<file path="config.mk">
export PLATFORM = sky130hd
export DESIGN_NAME = uart_cmd_ctrl
export DESIGN_NICKNAME = d
export VERILOG_FILES = /design/src/rtl/uart_cmd_pkg.sv /design/src/rtl/uart_hex_codec.sv /design/src/rtl/uart_cmd_ctrl.sv
export SDC_FILE = /design/constraint.sdc
export NUM_CORES = 1
export LEC_CHECK = 0
export ABC_AREA = 1
export CAP_MARGIN = 20
export CORE_ASPECT_RATIO = 1.4
export CORE_MARGIN = 10
export CORE_UTILIZATION = 35
export DETAILED_ROUTE_END_ITERATION = 8
export PLACE_DENSITY = 0.63
export SYNTH_ARGS = -nofsm -noshare
export SYNTH_HDL_FRONTEND = slang
export SYNTH_SLANG_ARGS = --single-unit
export TNS_END_PERCENT = 10
</file>
<file path="constraint.sdc">
create_clock -name i_clk_sys -period 2.2 [get_ports i_clk_sys]
set_input_delay 0.66 -clock i_clk_sys [delete_from_list [all_inputs] [get_ports i_clk_sys]]
set_output_delay 0.66 -clock i_clk_sys [all_outputs]
set_load 0.03 [all_outputs]
</file>
<file path="src/rtl/uart_cmd_pkg.sv">
// Shared definitions for the UART command engine: FSM states, reply kinds,
// the ASCII characters of the command grammar and the fixed reply strings.
package uart_cmd_pkg;

  typedef enum logic [3:0] {
    ST_IDLE,
    ST_CMD,
    ST_COLON,
    ST_ADDR,
    ST_EQ,
    ST_DATA,
    ST_CLOSE,
    ST_SPI_START,
    ST_SPI_WAIT,
    ST_TX
  } state_e;

  typedef enum logic [1:0] {
    RPL_OK,
    RPL_ERR,
    RPL_READ
  } reply_e;

  localparam logic [7:0] ASC_LBRACE = 8'h7B;
  localparam logic [7:0] ASC_RBRACE = 8'h7D;
  localparam logic [7:0] ASC_COLON  = 8'h3A;
  localparam logic [7:0] ASC_EQ     = 8'h3D;
  localparam logic [7:0] ASC_W      = 8'h57;
  localparam logic [7:0] ASC_R      = 8'h52;
  localparam logic [7:0] ASC_LF     = 8'h0A;
  localparam logic [7:0] ASC_O      = 8'h4F;
  localparam logic [7:0] ASC_K      = 8'h4B;
  localparam logic [7:0] ASC_E      = 8'h45;

  // Characters of the fixed replies "OK\n" and "ERR\n"
  function automatic logic [7:0] reply_char(input reply_e kind, input logic [1:0] idx);
    logic [7:0] c;
    c = ASC_LF;
    if (kind == RPL_OK) begin
      case (idx)
        2'd0:    c = ASC_O;
        2'd1:    c = ASC_K;
        default: c = ASC_LF;
      endcase
    end else begin
      case (idx)
        2'd0:    c = ASC_E;
        2'd1:    c = ASC_R;
        2'd2:    c = ASC_R;
        default: c = ASC_LF;
      endcase
    end
    return c;
  endfunction

  function automatic logic [6:0] led_code(input state_e s);
    logic [6:0] c;
    c = 7'b000_0000;
    case (s)
      ST_CMD:       c = 7'b000_0001;
      ST_COLON:     c = 7'b000_0010;
      ST_ADDR:      c = 7'b000_0100;
      ST_EQ:        c = 7'b000_1000;
      ST_DATA:      c = 7'b001_0000;
      ST_CLOSE:     c = 7'b010_0000;
      ST_SPI_START: c = 7'b100_0001;
      ST_SPI_WAIT:  c = 7'b100_0010;
      ST_TX:        c = 7'b100_0100;
      default:      c = 7'b000_0000;
    endcase
    return c;
  endfunction

endpackage

</file>
<file path="src/rtl/uart_hex_codec.sv">
// Combinational ASCII <-> nibble conversion. Decode accepts 0-9, A-F, a-f
// and flags anything else; encode always produces uppercase.
module uart_hex_codec (
  input  logic [7:0] asc_i,
  input  logic [3:0] nib_i,
  output logic [3:0] nib_o,
  output logic       is_hex_o,
  output logic [7:0] asc_o
);

  logic [7:0] diff;

  always_comb begin
    nib_o    = 4'h0;
    is_hex_o = 1'b0;
    diff     = 8'h00;
    if (asc_i >= 8'h30 && asc_i <= 8'h39) begin
      diff     = asc_i - 8'h30;
      is_hex_o = 1'b1;
    end else if (asc_i >= 8'h41 && asc_i <= 8'h46) begin
      diff     = asc_i - 8'h37;
      is_hex_o = 1'b1;
    end else if (asc_i >= 8'h61 && asc_i <= 8'h66) begin
      diff     = asc_i - 8'h57;
      is_hex_o = 1'b1;
    end
    nib_o = diff[3:0];
  end

  always_comb begin
    if (nib_i < 4'd10) asc_o = 8'h30 + {4'h0, nib_i};
    else               asc_o = 8'h37 + {4'h0, nib_i};
  end

endmodule

</file>
<file path="src/rtl/uart_cmd_ctrl.sv">
// UART-to-SPI register command engine: parses "{W:aa=ddddd}" / "{R:aa}",
// runs one SPI transaction and answers with "OK\n", read data or "ERR\n".
//
// state        | meaning
// IDLE         | waiting for '{'
// CMD          | expecting 'W' or 'R'
// COLON        | expecting ':'
// ADDR         | collecting address hex digits
// EQ           | expecting '=' (write only)
// DATA         | collecting data hex digits
// CLOSE        | expecting '}'
// SPI_START    | one-cycle SPI start pulse
// SPI_WAIT     | waiting for SPI completion (timed)
// TX           | sending reply bytes to uart_tx
module uart_cmd_ctrl
  import uart_cmd_pkg::*;
#(
  parameter int unsigned SPI_ADDR_WIDTH  = 6,
  parameter int unsigned SPI_DATA_WIDTH  = 20,
  parameter int unsigned UART_DATA_WIDTH = 8,
  parameter int unsigned RX_TIMEOUT      = 1000000,
  parameter int unsigned SPI_TIMEOUT     = 4096
) (
  input  logic                       i_clk_sys,
  input  logic                       i_rst_n,
  input  logic [UART_DATA_WIDTH-1:0] i_uart_data,
  input  logic                       i_rx_done,
  input  logic                       i_uart_idle,
  output logic [UART_DATA_WIDTH-1:0] o_data_tx,
  output logic                       o_data_valid,
  output logic                       o_spi_start,
  output logic                       o_spi_rw,
  output logic [SPI_ADDR_WIDTH-1:0]  o_spi_addr,
  output logic [SPI_DATA_WIDTH-1:0]  o_spi_wdata,
  input  logic                       i_spi_done,
  input  logic [SPI_DATA_WIDTH-1:0]  i_spi_rdata,
  output logic                       o_busy,
  output logic [6:0]                 o_ld_debug
);

  localparam int unsigned ADDR_DIGITS = (SPI_ADDR_WIDTH + 3) / 4;
  localparam int unsigned DATA_DIGITS = (SPI_DATA_WIDTH + 3) / 4;
  localparam int unsigned RD_W        = DATA_DIGITS * 4;
  localparam logic [7:0]  ADDR_LAST   = 8'(ADDR_DIGITS - 1);
  localparam logic [7:0]  DATA_LAST   = 8'(DATA_DIGITS - 1);
  localparam logic [7:0]  RD_LAST     = 8'(DATA_DIGITS);
  localparam logic [31:0] RX_LOAD     = 32'(RX_TIMEOUT);
  localparam logic [31:0] SPI_LOAD    = 32'(SPI_TIMEOUT);

  state_e                      state_q, state_d;
  reply_e                      reply_q, reply_d;
  logic                        is_read_q, is_read_d;
  logic [SPI_ADDR_WIDTH-1:0]   addr_q, addr_d;
  logic [SPI_DATA_WIDTH-1:0]   wdata_q, wdata_d;
  logic [7:0]                  dig_q, dig_d;
  logic [31:0]                 rx_cnt_q, rx_cnt_d;
  logic [31:0]                 spi_cnt_q, spi_cnt_d;
  logic [7:0]                  tx_idx_q, tx_idx_d;
  logic                        tx_wait_q, tx_wait_d;
  logic [RD_W-1:0]             rd_sh_q, rd_sh_d;
  logic [UART_DATA_WIDTH-1:0]  data_tx_q, data_tx_d;
  logic                        data_valid_q, data_valid_d;

  logic [7:0] rx_asc;
  logic [3:0] rx_nib;
  logic       rx_is_hex;
  logic [7:0] tx_hex_asc;
  logic [7:0] tx_char;
  logic [7:0] tx_last;
  logic       err;
  logic       restart;
  logic [7:0] rx_asc_unused;
  logic [3:0] tx_nib_unused;
  logic       tx_is_hex_unused;

  assign rx_asc = 8'(i_uart_data);

  uart_hex_codec u_rx_codec (
    .asc_i    (rx_asc),
    .nib_i    (4'h0),
    .nib_o    (rx_nib),
    .is_hex_o (rx_is_hex),
    .asc_o    (rx_asc_unused)
  );

  uart_hex_codec u_tx_codec (
    .asc_i    (8'h00),
    .nib_i    (rd_sh_q[RD_W-1 -: 4]),
    .nib_o    (tx_nib_unused),
    .is_hex_o (tx_is_hex_unused),
    .asc_o    (tx_hex_asc)
  );

  always_comb begin
    tx_char = ASC_LF;
    tx_last = 8'd3;
    case (reply_q)
      RPL_READ: begin
        tx_last = RD_LAST;
        if (tx_idx_q != RD_LAST) tx_char = tx_hex_asc;
      end
      RPL_OK: begin
        tx_last = 8'd2;
        tx_char = reply_char(RPL_OK, tx_idx_q[1:0]);
      end
      default: begin
        tx_last = 8'd3;
        tx_char = reply_char(RPL_ERR, tx_idx_q[1:0]);
      end
    endcase
  end

  always_comb begin
    state_d      = state_q;
    reply_d      = reply_q;
    is_read_d    = is_read_q;
    addr_d       = addr_q;
    wdata_d      = wdata_q;
    dig_d        = dig_q;
    rx_cnt_d     = rx_cnt_q;
    spi_cnt_d    = spi_cnt_q;
    tx_idx_d     = tx_idx_q;
    tx_wait_d    = tx_wait_q;
    rd_sh_d      = rd_sh_q;
    data_tx_d    = data_tx_q;
    data_valid_d = 1'b0;
    err          = 1'b0;
    restart      = 1'b0;

    case (state_q)
      ST_IDLE: begin
        if (i_rx_done && rx_asc == ASC_LBRACE) restart = 1'b1;
      end
      ST_CMD, ST_COLON, ST_ADDR, ST_EQ, ST_DATA, ST_CLOSE: begin
        // A byte arriving on the expiry cycle takes priority over the timeout
        if (i_rx_done) begin
          rx_cnt_d = RX_LOAD;
          if (rx_asc == ASC_LBRACE) begin
            restart = 1'b1;
          end else begin
            case (state_q)
              ST_CMD: begin
                if (rx_asc == ASC_W) begin
                  is_read_d = 1'b0;
                  state_d   = ST_COLON;
                end else if (rx_asc == ASC_R) begin
                  is_read_d = 1'b1;
                  state_d   = ST_COLON;
                end else begin
                  err = 1'b1;
                end
              end
              ST_COLON: begin
                if (rx_asc == ASC_COLON) begin
                  dig_d   = 8'd0;
                  state_d = ST_ADDR;
                end else begin
                  err = 1'b1;
                end
              end
              ST_ADDR: begin
                if (rx_is_hex) begin
                  addr_d = (addr_q << 4) | SPI_ADDR_WIDTH'(rx_nib);
                  dig_d  = dig_q + 8'd1;
                  if (dig_q == ADDR_LAST) state_d = is_read_q ? ST_CLOSE : ST_EQ;
                end else begin
                  err = 1'b1;
                end
              end
              ST_EQ: begin
                if (rx_asc == ASC_EQ) begin
                  dig_d   = 8'd0;
                  state_d = ST_DATA;
                end else begin
                  err = 1'b1;
                end
              end
              ST_DATA: begin
                if (rx_is_hex) begin
                  wdata_d = (wdata_q << 4) | SPI_DATA_WIDTH'(rx_nib);
                  dig_d   = dig_q + 8'd1;
                  if (dig_q == DATA_LAST) state_d = ST_CLOSE;
                end else begin
                  err = 1'b1;
                end
              end
              ST_CLOSE: begin
                if (rx_asc == ASC_RBRACE) begin
                  spi_cnt_d = SPI_LOAD;
                  state_d   = ST_SPI_START;
                end else begin
                  err = 1'b1;
                end
              end
              default: err = 1'b1;
            endcase
          end
        end else if (RX_TIMEOUT != 0) begin
          if (rx_cnt_q <= 32'd1) err = 1'b1;
          else                   rx_cnt_d = rx_cnt_q - 32'd1;
        end
      end
      ST_SPI_START: begin
        state_d = ST_SPI_WAIT;
      end
      ST_SPI_WAIT: begin
        if (i_spi_done) begin
          rd_sh_d   = RD_W'(i_spi_rdata);
          reply_d   = is_read_q ? RPL_READ : RPL_OK;
          tx_idx_d  = 8'd0;
          tx_wait_d = 1'b0;
          state_d   = ST_TX;
        end else if (spi_cnt_q <= 32'd1) begin
          err = 1'b1;
        end else begin
          spi_cnt_d = spi_cnt_q - 32'd1;
        end
      end
      ST_TX: begin
        // Offer one byte, then hold off until uart_tx shows it took it
        if (!tx_wait_q) begin
          if (i_uart_idle && !data_valid_q) begin
            data_tx_d    = UART_DATA_WIDTH'(tx_char);
            data_valid_d = 1'b1;
            tx_wait_d    = 1'b1;
          end
        end else if (!i_uart_idle) begin
          tx_wait_d = 1'b0;
          if (tx_idx_q == tx_last) begin
            state_d = ST_IDLE;
          end else begin
            tx_idx_d = tx_idx_q + 8'd1;
            if (reply_q == RPL_READ) rd_sh_d = rd_sh_q << 4;
          end
        end
      end
      default: state_d = ST_IDLE;
    endcase

    if (restart) begin
      state_d  = ST_CMD;
      dig_d    = 8'd0;
      addr_d   = '0;
      wdata_d  = '0;
      rx_cnt_d = RX_LOAD;
    end

    if (err) begin
      state_d   = ST_TX;
      reply_d   = RPL_ERR;
      tx_idx_d  = 8'd0;
      tx_wait_d = 1'b0;
      rx_cnt_d  = 32'd0;
      spi_cnt_d = 32'd0;
    end
  end

  always_ff @(posedge i_clk_sys or negedge i_rst_n) begin
    if (!i_rst_n) begin
      state_q      <= ST_IDLE;
      reply_q      <= RPL_OK;
      is_read_q    <= 1'b0;
      addr_q       <= '0;
      wdata_q      <= '0;
      dig_q        <= 8'd0;
      rx_cnt_q     <= 32'd0;
      spi_cnt_q    <= 32'd0;
      tx_idx_q     <= 8'd0;
      tx_wait_q    <= 1'b0;
      rd_sh_q      <= '0;
      data_tx_q    <= '0;
      data_valid_q <= 1'b0;
    end else begin
      state_q      <= state_d;
      reply_q      <= reply_d;
      is_read_q    <= is_read_d;
      addr_q       <= addr_d;
      wdata_q      <= wdata_d;
      dig_q        <= dig_d;
      rx_cnt_q     <= rx_cnt_d;
      spi_cnt_q    <= spi_cnt_d;
      tx_idx_q     <= tx_idx_d;
      tx_wait_q    <= tx_wait_d;
      rd_sh_q      <= rd_sh_d;
      data_tx_q    <= data_tx_d;
      data_valid_q <= data_valid_d;
    end
  end

  assign o_data_tx    = data_tx_q;
  assign o_data_valid = data_valid_q;
  assign o_spi_start  = (state_q == ST_SPI_START);
  assign o_spi_rw     = is_read_q;
  assign o_spi_addr   = addr_q;
  assign o_spi_wdata  = wdata_q;
  assign o_busy       = (state_q != ST_IDLE);
  assign o_ld_debug   = led_code(state_q);

endmodule

</file>
Word-level counts from Yosys, hierarchy flattened:

Memories as Yosys holds them, arrays and structs flattened.
Index checks and enable logic that the tools add are counted.

* register bits: 143
* bits in read-only memories: 112
* input bits: 33
* output and inout bits: 45
* word-level logic and storage cells: 240
* memories: 1

Memories
* (no name shown): words 16, width 7, rd ports 1, clocked after memory_dff 0, write ports 0, RTL line uart_cmd_pkg.sv:59 `case (s)`

* $add $sub $neg: 9
* magnitude comparators: 9
* equality and inequality tests: 58
* muxes and demuxes: 108
* bitwise gates (word level): 4
* reductions and logical operators: 38

Operator list (number)
* 2-to-1 mux 32 bit: 12
* 2-to-1 mux 20 bit: 11
* 2-to-1 mux 8 bit: 14
* 2-to-1 mux 4 bit: 20
* <= comparator 32 x 1 -> 1 bit (second input constant): 2
* case mux 32 bit (2 select lines): 1
* subtractor 32 x 1 -> 32 bit (second input constant): 2
* case mux 20 bit (2 select lines): 1
* != test 3 bit (second input constant): 13
* 2-to-1 mux 6 bit: 6
* != test 5 bit (second input constant): 7
* == test 8 x 7 -> 1 bit (second input constant): 4
* case mux 8 bit (2 select lines): 2
* != test 4 bit (second input constant): 7
* case mux 7 bit (2 select lines): 2
* 2-to-1 mux 1 bit: 26
* case mux 4 bit (6 select lines): 1
* case mux 8 bit (3 select lines): 1
* OR 20 x 4 -> 20 bit: 1
* case mux 4 bit (5 select lines): 1
* AND reduction 5 bit: 4
* nonzero test 2 bit: 9
* adder 8 x 1 -> 8 bit (second input constant): 2
* == test 4 x 3 -> 1 bit (second input constant): 4
* other kinds (41): 73

Logic depth before layout (Yosys ltp):

Gate-level depths: netlist (run 1).

* word-level depth: 12
* mapped depth: 17
* depth with buffers taken out: 16

Hierarchy:

Synthesis (run 1) repeated with hierarchy kept, for this count alone.

* cells, all modules: 1329
* area total of the unflattened synthesis: 9291.4 um2

By module, submodules not included
* uart_cmd_ctrl: times used 1, cells each 1223, area an instance 8690.8 um2, sequential area each 3578.4 um2
* uart_hex_codec at u_rx_codec: times used 1, cells each 53, area an instance 311.5 um2, sequential area each 0.0 um2
* uart_hex_codec at u_tx_codec: times used 1, cells each 53, area an instance 289.0 um2, sequential area each 0.0 um2

Least setup slack after synthesis (run 1):

Ideal clock, no wire load.

* path kind: reg-to-reg
* start: register state_q[0]
* end: register spi_cnt_q[2]
* library setup time: 0.117 ns
* arrival time: 2.179 ns
* data required time: 2.083 ns
* path slack: -0.096 ns
* cell stages (with the launch flop): 15
* buffers on the path: 2
* clock period less this slack: 2.296 ns
* path through: dfrtp_1 -> buf_2 -> inv_2 -> nand3_1 -> nor2_1 -> a21oi_1 -> nand3_1 -> nand2_1 -> nand2_2 -> nor2_1 -> nor2_4 -> nand3_2 -> buf_2 -> nand2_1 -> nand2_1

* cells in the longest elaborated chain, start to end: 8
* elaborated cells on any way between the ends: 23
* classes of those cells: eq/ne (13); mux (6); reduce/logical (4)

Ends and longest elaborated chain
* from (decl): RTL line uart_cmd_ctrl.sv:50 `state_e state_q, state_d;`
* from (signal assigned): RTL line uart_cmd_ctrl.sv:274 `state_q <= state_d;`
* == test 4 x 2 -> 1 bit or == test 4 x 3 -> 1 bit (tied branches): RTL line uart_cmd_ctrl.sv:130, uart_cmd_ctrl.sv:141
* OR reduction 2 bit (no line)
* case mux 1 bit (5 select lines): RTL line uart_cmd_ctrl.sv:141 `case (state_q)`
* 2-to-1 mux 1 bit: RTL line uart_cmd_ctrl.sv:138 `if (rx_asc == ASC_LBRACE) begin`
* 2-to-1 mux 1 bit: RTL line uart_cmd_ctrl.sv:136 `if (i_rx_done) begin`
* case mux 1 bit (2 select lines): RTL line uart_cmd_ctrl.sv:130 `case (state_q)`
* != test 3 bit (no line) or nonzero test 3 bit (tied branches)
* AND reduction 7 bit (no line)
* to (signal assigned): RTL line uart_cmd_ctrl.sv:281 `spi_cnt_q <= spi_cnt_d;`
* to (decl): RTL line uart_cmd_ctrl.sv:57 `logic [31:0] spi_cnt_q, spi_cnt_d;`

Parallel ways exist; a longest one is shown, timed or not.
A chain may end at the register's enable or synchronous reset.

Final worst setup path (run 1):

* start: register state_q[2]
* end: register state_q[2]

* cells in the longest elaborated chain, start to end: 8
* elaborated cells on any way between the ends: 40
* classes of those cells: eq/ne (25); mux (11); reduce/logical (4)

Ends and longest elaborated chain (RTL line)
* == test 4 x 2 -> 1 bit or == test 4 x 3 -> 1 bit (tied branches): uart_cmd_ctrl.sv:130, uart_cmd_ctrl.sv:141
* OR reduction 2 bit (no line)
* case mux 1 bit (5 select lines): uart_cmd_ctrl.sv:141
* 2-to-1 mux 1 bit: uart_cmd_ctrl.sv:138
* 2-to-1 mux 1 bit: uart_cmd_ctrl.sv:136
* case mux 1 bit (2 select lines): uart_cmd_ctrl.sv:130
* != test 9 bit (no line) (tied with other cells)
* AND reduction 16 bit (no line)

Parallel ways exist; a longest one is shown, timed or not. The select of a mux whose other input is x is not followed.

==> metrics.txt, run 1 <==
# TYPE chip_impl_metric gauge
chip_impl_metric{name="vias",unit=""} 9471
chip_impl_metric{name="timing.final.ws_setup",unit="ps"} -101.1
chip_impl_metric{name="drt_drc_violations_left",unit=""} 0
chip_impl_metric{name="ys_types",unit=""} 44
chip_impl_metric{name="clock_tree.htree_level_count",unit=""} 4
chip_impl_info{name="crit_family",value="buffers and inverters"} 1
chip_impl_metric{name="cts_max_path_buffers",unit=""} 2
chip_impl_metric{name="grt_use_met3",unit="%"} 3.151
chip_impl_metric{name="grt_overflow",unit=""} 0
chip_impl_metric{name="port_bufs",unit=""} 76
chip_impl_metric{name="place_hpwl",unit="µm"} 19120
chip_impl_metric{name="die_h",unit="µm"} 209.4
chip_impl_metric{name="gpl.final_weighted_congestion",unit=""} 0.9295
chip_impl_metric{name="timing_worst_slew_pin_value",unit="ps"} 684.9
chip_impl_metric{name="p_leak",unit="nW"} 6.407
chip_impl_metric{name="post_route_fraction_of_the_period_consumed_by_the_critical_path",unit="%"} 104.6
chip_impl_info{name="critical-path-slowest-cell",value="dfrtp_2"} 1
chip_impl_metric{name="crit_path_max_fanout",unit=""} 5
chip_impl_metric{name="synthToLayoutAreaGrowth",unit="%"} 44.01
chip_impl_info{name="outcome",value="finished, violations left"} 1
chip_impl_metric{name="min_period",unit="ps"} 2301
chip_impl_metric{name="multi_input_comb_area",unit="µm²"} 5096
chip_impl_metric{name="layout.core_utilization",unit="%"} 51.05
chip_impl_metric{name="mappedNetlistArea",unit="µm²"} 8967
chip_impl_metric{name="number_of_antenna_violations_at_the_first_check_in_global_routing",unit=""} 0
chip_impl_metric{name="grt_pass1_wl",unit="µm"} 46550
chip_impl_info{name="cp_cell_sequence",value="nor2_4 > buf_6 > nand2_4 > a21oi_2 > nor2_4 > buf_4 > buf_4 > buf_4 > buf_4 > buf_4 > buf_4 > nand4_1 > nand2_4 > nand4_1 > nand2_1"} 1
chip_impl_metric{name="crit_buf_inv",unit=""} 7
chip_impl_metric{name="critical_path.max_stage_delay",unit="ps"} 450
chip_impl_metric{name="number_of_storage_elements_in_the_synthesis_netlist",unit=""} 142
chip_impl_metric{name="area_enclosed_by_the_die_boundary",unit="µm²"} 32510
chip_impl_metric{name="cp.required",unit="ps"} 2530
chip_impl_metric{name="clock-skew-final",unit="ps"} 6.486
chip_impl_metric{name="cts_sinks",unit=""} 142
chip_impl_metric{name="setup_violation_total_in_the_final_timing_report",unit=""} 68
chip_impl_info{name="worst_setup_path_end_kind",value="register"} 1
chip_impl_metric{name="wl",unit="µm"} 28140
chip_impl_metric{name="synthCells",unit=""} 1276
chip_impl_metric{name="rows",unit=""} 69
chip_impl_metric{name="io-pin-count",unit=""} 78
chip_impl_info{name="critPathMostFrequentCell",value="buf_4"} 1
chip_impl_metric{name="die_width",unit="µm"} 155.3
chip_impl_info{name="hp-class",value="in2async"} 1
chip_impl_metric{name="drt_iter0_markers",unit=""} 659
chip_impl_metric{name="met1_usage",unit="%"} 19.41
chip_impl_metric{name="max_freq",unit="MHz"} 434.6
chip_impl_metric{name="total_global_route_track_usage",unit="%"} 17.37
chip_impl_metric{name="power_density",unit="nW/µm²"} 620.4
chip_impl_metric{name="pin_count_of_the_biggest_net_entering_global_routing",unit=""} 43
chip_impl_info{name="clock_tree_from_tritoncts",value="yes"} 1
chip_impl_metric{name="met2_usage",unit="%"} 31.40
chip_impl_metric{name="drt_pass1_iterations",unit=""} 5
chip_impl_metric{name="holdBufCountCts",unit=""} 0
chip_impl_metric{name="sequential_area_share_after_synthesis",unit="%"} 39.63
chip_impl_metric{name="syn_area_per_cell",unit="µm²"} 7.028
chip_impl_metric{name="antennaDiodeCount",unit=""} 0
chip_impl_metric{name="initial_utilization",unit="%"} 35.45
chip_impl_metric{name="worstPathArrival",unit="ps"} 2630
chip_impl_metric{name="maxSlewViolCount",unit=""} 0
chip_impl_metric{name="num-nets-final",unit=""} 1584
chip_impl_info{name="setup.worst_path.start_class",value="register"} 1
chip_impl_metric{name="post_detailed_route_via_to_cell_ratio",unit=""} 5.076
chip_impl_metric{name="clock_insertion_delay_worst_skew",unit="ps"} 440
chip_impl_metric{name="syn_nets",unit=""} 1325
chip_impl_metric{name="drive_above_1_share",unit="%"} 25.60
chip_impl_metric{name="via_count_of_the_first_global_routing_pass",unit=""} 9412
chip_impl_info{name="globalRoute.busiestLayer",value="met2"} 1
chip_impl_info{name="setup_repair_after_global_routing_missed_its_margin",value="yes"} 1
chip_impl_metric{name="timing.max_slew.rel_slack",unit="%"} 54.17
chip_impl_info{name="cts_root_buffer",value="clkbuf_16"} 1
chip_impl_metric{name="finalHoldWorstSlack",unit="ps"} 139.6
chip_impl_info{name="setup.worst_path.class",value="reg2reg"} 1
chip_impl_metric{name="cts.reportedPaths.clkPinSlew",unit="ps"} 60
chip_impl_metric{name="fillCellCount",unit=""} 2368
chip_impl_info{name="violated_checks",value="negative setup slack"} 1
chip_impl_metric{name="synth_warnings",unit=""} 0
chip_impl_metric{name="routed_wire_length_per_instance",unit="µm"} 15.08
chip_impl_metric{name="antenna_left",unit=""} 0
chip_impl_metric{name="ir_worst_vdd",unit="mV"} 0.5934
chip_impl_metric{name="final-hold-violation-count",unit=""} 0
chip_impl_metric{name="cap_viol_max_count",unit=""} 0
chip_impl_metric{name="core_area",unit="µm²"} 25300
chip_impl_metric{name="sequential_cell_area",unit="µm²"} 3557
chip_impl_metric{name="cts_made_buffers",unit=""} 17
path summary, 6_finish.rpt:
check | from | end | slack (ps) | cells after the start
min in group i_clk_sys | o_spi_addr[5] | o_spi_addr[5] | 470 | 2
worst max register to register | state_q[2] | state_q[2] | -100 | 15
worst max-delay path | state_q[2] | state_q[2] | -100 | 15
max in group asynchronous | i_rst_n | o_data_tx[0] | 1470 | 2
worst min register to register | o_spi_addr[5] | o_spi_addr[5] | 470 | 2
worst min-delay path | i_rst_n | o_spi_addr[5] | 140 | 1
what timing repair did:
action | in CTS | in global routing
gates resized for setup | 114 | 71
buffers inserted | 24 | 2
cloned | 9 | 0
pin swaps | 27 | 26
endpoints found under the setup margin | 123 | 132
stage by stage:
step / setup TNS (ps) / instances / power [mW] / cell area (µm²) / worst slack [ps]
after floorplan: -74.15 / 1276 / 4.021 / 9025 / -2.917
after global placement: -89780 / 1803 / 4.854 / 11420 / -897.1
after detailed placement: -93820 / 1803 / 4.889 / 11420 / -945.0
after CTS: -4029 / 1865 / 8.002 / 12710 / -75.85
after global routing: -16780 / 1866 / 8.442 / 12910 / -295.3
final: -2922 / 1866 / 8.012 / 12910 / -101.1
synthesized netlist by cell type (all sizes together):
cell type,number,area share (%)
a31oi,3,0.21
conb,1,0.042
a221oi,1,0.098
nor3b,2,0.17
nand4,55,3.8
o211ai,20,1.7
nand2,330,14
nand3b,2,0.17
nor2,193,8.5
a21o,1,0.084
inv,136,5.7
o21bai,1,0.084
o22ai,8,0.56
a211oi,2,0.17
a31o,1,0.098
a21oi,24,1.4
ha,16,2.2
nor3,27,1.7
nand3,107,6.1
o21a,3,0.25
xor2,25,2.4
and3,2,0.14
nor4,4,0.28
o21ai,92,5.2
clkbuf,15,0.63
or2,23,1.6
a22o,1,0.098
buf,31,2.2
xnor2,5,0.49
dfrtp,142,40
o31ai,3,0.25
power by group:
part	switching, mW	internal [mW]
Clock	1.20	1.81
Combinational	1.12	0.931
Sequential	0.140	2.81
layout make-up:
type / instances / area share, %
Clock inverter: 13 / 1.279
Multi-Input combinational cell: 953 / 39.46
Clock buffer: 18 / 3.401
Sequential cell: 142 / 27.55
Tap cell: 319 / 3.091
Timing Repair Buffer: 285 / 21.07
Inverter: 136 / 4.147
state kept, by name, summed over array words and instances (netlist names):
| signal | flops |
|---|---|
| spi_cnt_q | 32 |
| o_spi_rw | 1 |
| rd_sh_q | 20 |
| o_data_tx | 7 |
| rx_cnt_q | 32 |
| tx_wait_q | 1 |
| o_spi_addr | 6 |
| reply_q | 2 |
| o_data_valid | 1 |
| o_spi_wdata | 20 |
| tx_idx_q | 8 |
| dig_q | 8 |
| state_q | 4 |
cells by family (layout without fill, tap and decap cells):
family | after synthesis | in the layout | synth area share, %
xor+xnor | 30 | 30 | 2.930
flops | 142 | 142 | 39.63
fa+ha+maj | 16 | 16 | 2.232
simple gates | 745 | 746 | 36.44
buf+inv | 182 | 452 | 8.511
other cells | 1 | 1 | 0.04182
compound gates | 160 | 160 | 10.21
routing by layer:
metal / share of wire (%) / vias to the layer above
li1: - / 4700
met1: 40 / 4480
met2: 53 / 232
met3: 4.0 / 59
met4: 2.8 / 0
met5: 0 / -
cells in the final DEF, fill, tap and decap left out, drive strengths merged, types with 2 or more instances in the layout:
cell	instances
clkinv	4
clkinvlp	4
o31ai	3
and3	2
o22ai	8
a211oi	2
clkbuf	22
nor3b	2
bufinv	3
nand3b	2
nor4	4
nand3	107
nand4	55
a31oi	3
nor2	193
dlymetal6s2s	7
o211ai	20
inv	138
or2	23
o21a	3
o21ai	92
xor2	25
dfrtp	142
xnor2	5
a21oi	24
nand2	331
dlygate4sd2	6
clkdlybuf4s50	47
ha	16
buf	221
nor3	27
No activity file was read; power rests on OpenSTA's default activity.
==> inputs of run 2 (changes only) <==
Clock period 2.2 ns to 2 ns, I/O delays scaled along.
==> run 2 against run 1 <==
Compared with the run above: count of clock-buffer cells in the layout is 3 higher; sequential cell count stayed put; sequential share of layout area is 0.41 points lower; the flow still finishes with violations (negative setup slack); global-route usage is 0.51 points lower; wire length is 1.1% lower; combinational power is 15% higher; non-clock buffer count is 24 higher; maximum frequency is 0.87% lower; clock skew is 4.2 ps higher; setup slack worse by 220 ps; hold slack worse by 66 ps; first-iteration DRC count is 12% lower.
==> metrics.txt, run 2 (synthesis gave the netlist of run 1 again) <==
# TYPE chip_impl_metric gauge
chip_impl_metric{name="wl",unit="µm"} 27830
chip_impl_metric{name="max_freq",unit="MHz"} 430.8
chip_impl_metric{name="pin_count_of_the_biggest_net_entering_global_routing",unit=""} 37
chip_impl_metric{name="total_global_route_track_usage",unit="%"} 16.86
chip_impl_metric{name="post_route_fraction_of_the_period_consumed_by_the_critical_path",unit="%"} 116.1
chip_impl_info{name="outcome",value="finished, violations left"} 1
chip_impl_metric{name="antenna_left",unit=""} 0
chip_impl_info{name="largestRegisters",value="rx_cnt_q x32, spi_cnt_q x32"} 1
chip_impl_metric{name="grt_pass1_wl",unit="µm"} 45450
chip_impl_metric{name="crit_path_max_fanout",unit=""} 6
chip_impl_info{name="critical_path.startpoint",value="rx_cnt_q[1]"} 1
chip_impl_metric{name="post_detailed_route_via_to_cell_ratio",unit=""} 5.000
chip_impl_metric{name="core_area",unit="µm²"} 25300
chip_impl_metric{name="synthToLayoutAreaGrowth",unit="%"} 46.25
chip_impl_info{name="hp-class",value="in2async"} 1
chip_impl_metric{name="num-nets-final",unit=""} 1607
chip_impl_metric{name="vias",unit=""} 9455
chip_impl_metric{name="p_leak",unit="nW"} 6.510
chip_impl_info{name="mostFrequentLayoutCell",value="nand2_1"} 1
chip_impl_metric{name="final-hold-violation-count",unit=""} 0
chip_impl_metric{name="cts_max_path_buffers",unit=""} 2
chip_impl_metric{name="die_h",unit="µm"} 209.4
chip_impl_info{name="setup_repair_after_global_routing_missed_its_margin",value="yes"} 1
chip_impl_metric{name="holdBufCountCts",unit=""} 0
chip_impl_metric{name="clock-skew-final",unit="ps"} 10.69
chip_impl_metric{name="cts.reportedPaths.clkPinSlew",unit="ps"} 60
chip_impl_metric{name="die_width",unit="µm"} 155.3
chip_impl_metric{name="number_of_antenna_violations_at_the_first_check_in_global_routing",unit=""} 1
chip_impl_metric{name="port_bufs",unit=""} 76
chip_impl_info{name="worst_setup_path_end_kind",value="register"} 1
chip_impl_metric{name="min_period",unit="ps"} 2321
chip_impl_info{name="critPathMostFrequentCell",value="nor2_2"} 1
chip_impl_metric{name="drt_drc_violations_left",unit=""} 0
chip_impl_metric{name="cts_sinks",unit=""} 142
chip_impl_metric{name="ir_worst_vdd",unit="mV"} 0.6747
chip_impl_metric{name="via_count_of_the_first_global_routing_pass",unit=""} 9374
chip_impl_metric{name="preCtsSetupSlack",unit="ps"} -950.3
chip_impl_metric{name="drive_above_1_share",unit="%"} 28.64
chip_impl_info{name="cp_cell_sequence",value="inv_2 > ha_4 > o21ai_2 > nor2_2 > nand2_1 > nor2_2 > nor2_2 > nor2_2 > nand2_4 > nand3_2 > nand2_2 > nor2_4 > nand3_4 > clkbuf_16 > nand2_1 > nand2_1"} 1
chip_impl_info{name="setup.worst_path.start_class",value="register"} 1
chip_impl_metric{name="setup_violation_total_in_the_final_timing_report",unit=""} 92
chip_impl_metric{name="critical_path.max_stage_delay",unit="ps"} 380
chip_impl_metric{name="drt_iter0_markers",unit=""} 578
chip_impl_info{name="violated_checks",value="negative setup slack"} 1
chip_impl_metric{name="grt_overflow",unit=""} 0
chip_impl_metric{name="cp.required",unit="ps"} 2330
chip_impl_metric{name="timing.final.ws_setup",unit="ps"} -321.4
chip_impl_metric{name="gpl.final_weighted_congestion",unit=""} 0.8964
chip_impl_info{name="setup.worst_path.class",value="reg2reg"} 1
chip_impl_info{name="critical-path-slowest-cell",value="dfrtp_1"} 1
chip_impl_metric{name="maxSlewViolCount",unit=""} 0
chip_impl_info{name="cts_root_buffer",value="clkbuf_16"} 1
chip_impl_metric{name="worst-r2r-setup-slack",unit="ps"} -320
chip_impl_info{name="beginning_of_the_worst_register_to_register_path",value="rx_cnt_q[1]"} 1
chip_impl_metric{name="area_enclosed_by_the_die_boundary",unit="µm²"} 32510
chip_impl_metric{name="routed_wire_length_per_instance",unit="µm"} 14.71
chip_impl_metric{name="place_hpwl",unit="µm"} 19870
chip_impl_metric{name="io-pin-count",unit=""} 78
chip_impl_metric{name="initial_utilization",unit="%"} 35.45
chip_impl_metric{name="worstPathArrival",unit="ps"} 2650
chip_impl_metric{name="rows",unit=""} 69
chip_impl_metric{name="drt_pass1_iterations",unit=""} 5
chip_impl_info{name="crit_family",value="simple AND/OR/NAND/NOR gates"} 1
chip_impl_info{name="clock_tree_from_tritoncts",value="yes"} 1
chip_impl_info{name="layout.cells.most_common_list",value="nand2_1 (300), buf_4 (192), nor2_1 (150)"} 1
chip_impl_info{name="critical_register_to_register_path_endpoint",value="spi_cnt_q[17]"} 1
chip_impl_metric{name="worst_reg_to_reg_cells",unit=""} 16
chip_impl_metric{name="finalHoldWorstSlack",unit="ps"} 73.79
chip_impl_metric{name="power_density",unit="nW/µm²"} 686.6
chip_impl_metric{name="crit_buf_inv",unit=""} 2
chip_impl_metric{name="fillCellCount",unit=""} 2370
chip_impl_metric{name="clock_tree.htree_level_count",unit=""} 4
chip_impl_metric{name="cap_viol_max_count",unit=""} 0
chip_impl_metric{name="cts_made_buffers",unit=""} 17
chip_impl_metric{name="clock_insertion_delay_worst_skew",unit="ps"} 440
[run 2: where the power goes]
| part | total [mW] | leakage [nW] | switching [mW] | internal, mW |
|---|---|---|---|---|
| clock | 3.40 | 0.288 | 1.35 | 2.04 |
| combinational | 2.35 | 4.42 | 1.27 | 1.09 |
| sequential | 3.26 | 1.81 | 0.166 | 3.09 |
[run 2: how the worst max path moves through the flow]
stage	to	slack (ps)	depth (start not counted)
floorplan	rx_cnt_q[2]	-140	17
global placement	rx_cnt_q[4]	-910	16
detailed placement	rx_cnt_q[23]	-950	16
CTS	o_ld_debug[2]	-220	8
global route	spi_cnt_q[17]	-420	17
finish	spi_cnt_q[17]	-320	16
[run 2: final cells by class]
cell class              instances  area [µm²]  area share, %
repair buffers                309        2791          21.28
inverters                     136       530.5          4.045
multi-input cells             952        5215          39.76
clock buffers                  21       460.4          3.511
diodes                          1       2.502        0.01908
clock inverters                11       157.7          1.202
flip-flops and latches        142        3558          27.13
well taps                     319       399.1          3.043
[run 2: layer usage]
| layer | vias up | routed length (µm) | share of wire (%) | GRT usage [%] |
|---|---|---|---|---|
| met3 | 52 | 1011 | 3.6 | 3.008 |
| met4 | 0 | 872 | 3.1 | 7.083 |
| li1 | 4748 | - | - | - |
| met1 | 4459 | 11040 | 40 | 18.57 |
| met2 | 196 | 14900 | 54 | 30.86 |
| met5 | - | 0 | 0 | 0 |
[run 2: per-stage QoR]
step | instance area (µm²) | utilization [%] | std cells | TNS [ps] | power [mW]
floorplan | 9104 | - | 1276 | -6972 | 4.428
global placement | 11650 | 46.07 | 1831 | -91840 | 5.414
detailed placement | 11650 | 46.07 | 1831 | -94560 | 5.449
CTS | 12790 | 50.58 | 1885 | -13090 | 8.935
global route | 13120 | 51.85 | 1891 | -31840 | 9.424
finish | 13120 | 51.85 | 1891 | -20160 | 9.005
[run 2: what timing repair did]
| item | 4_1_cts | 5_1_grt |
|---|---|---|
| resized for setup | 154 | 85 |
| endpoints found under the setup margin | 157 | 150 |
| gates cloned | 2 | 1 |
| setup buffers | 21 | 5 |
| pin swaps | 24 | 22 |
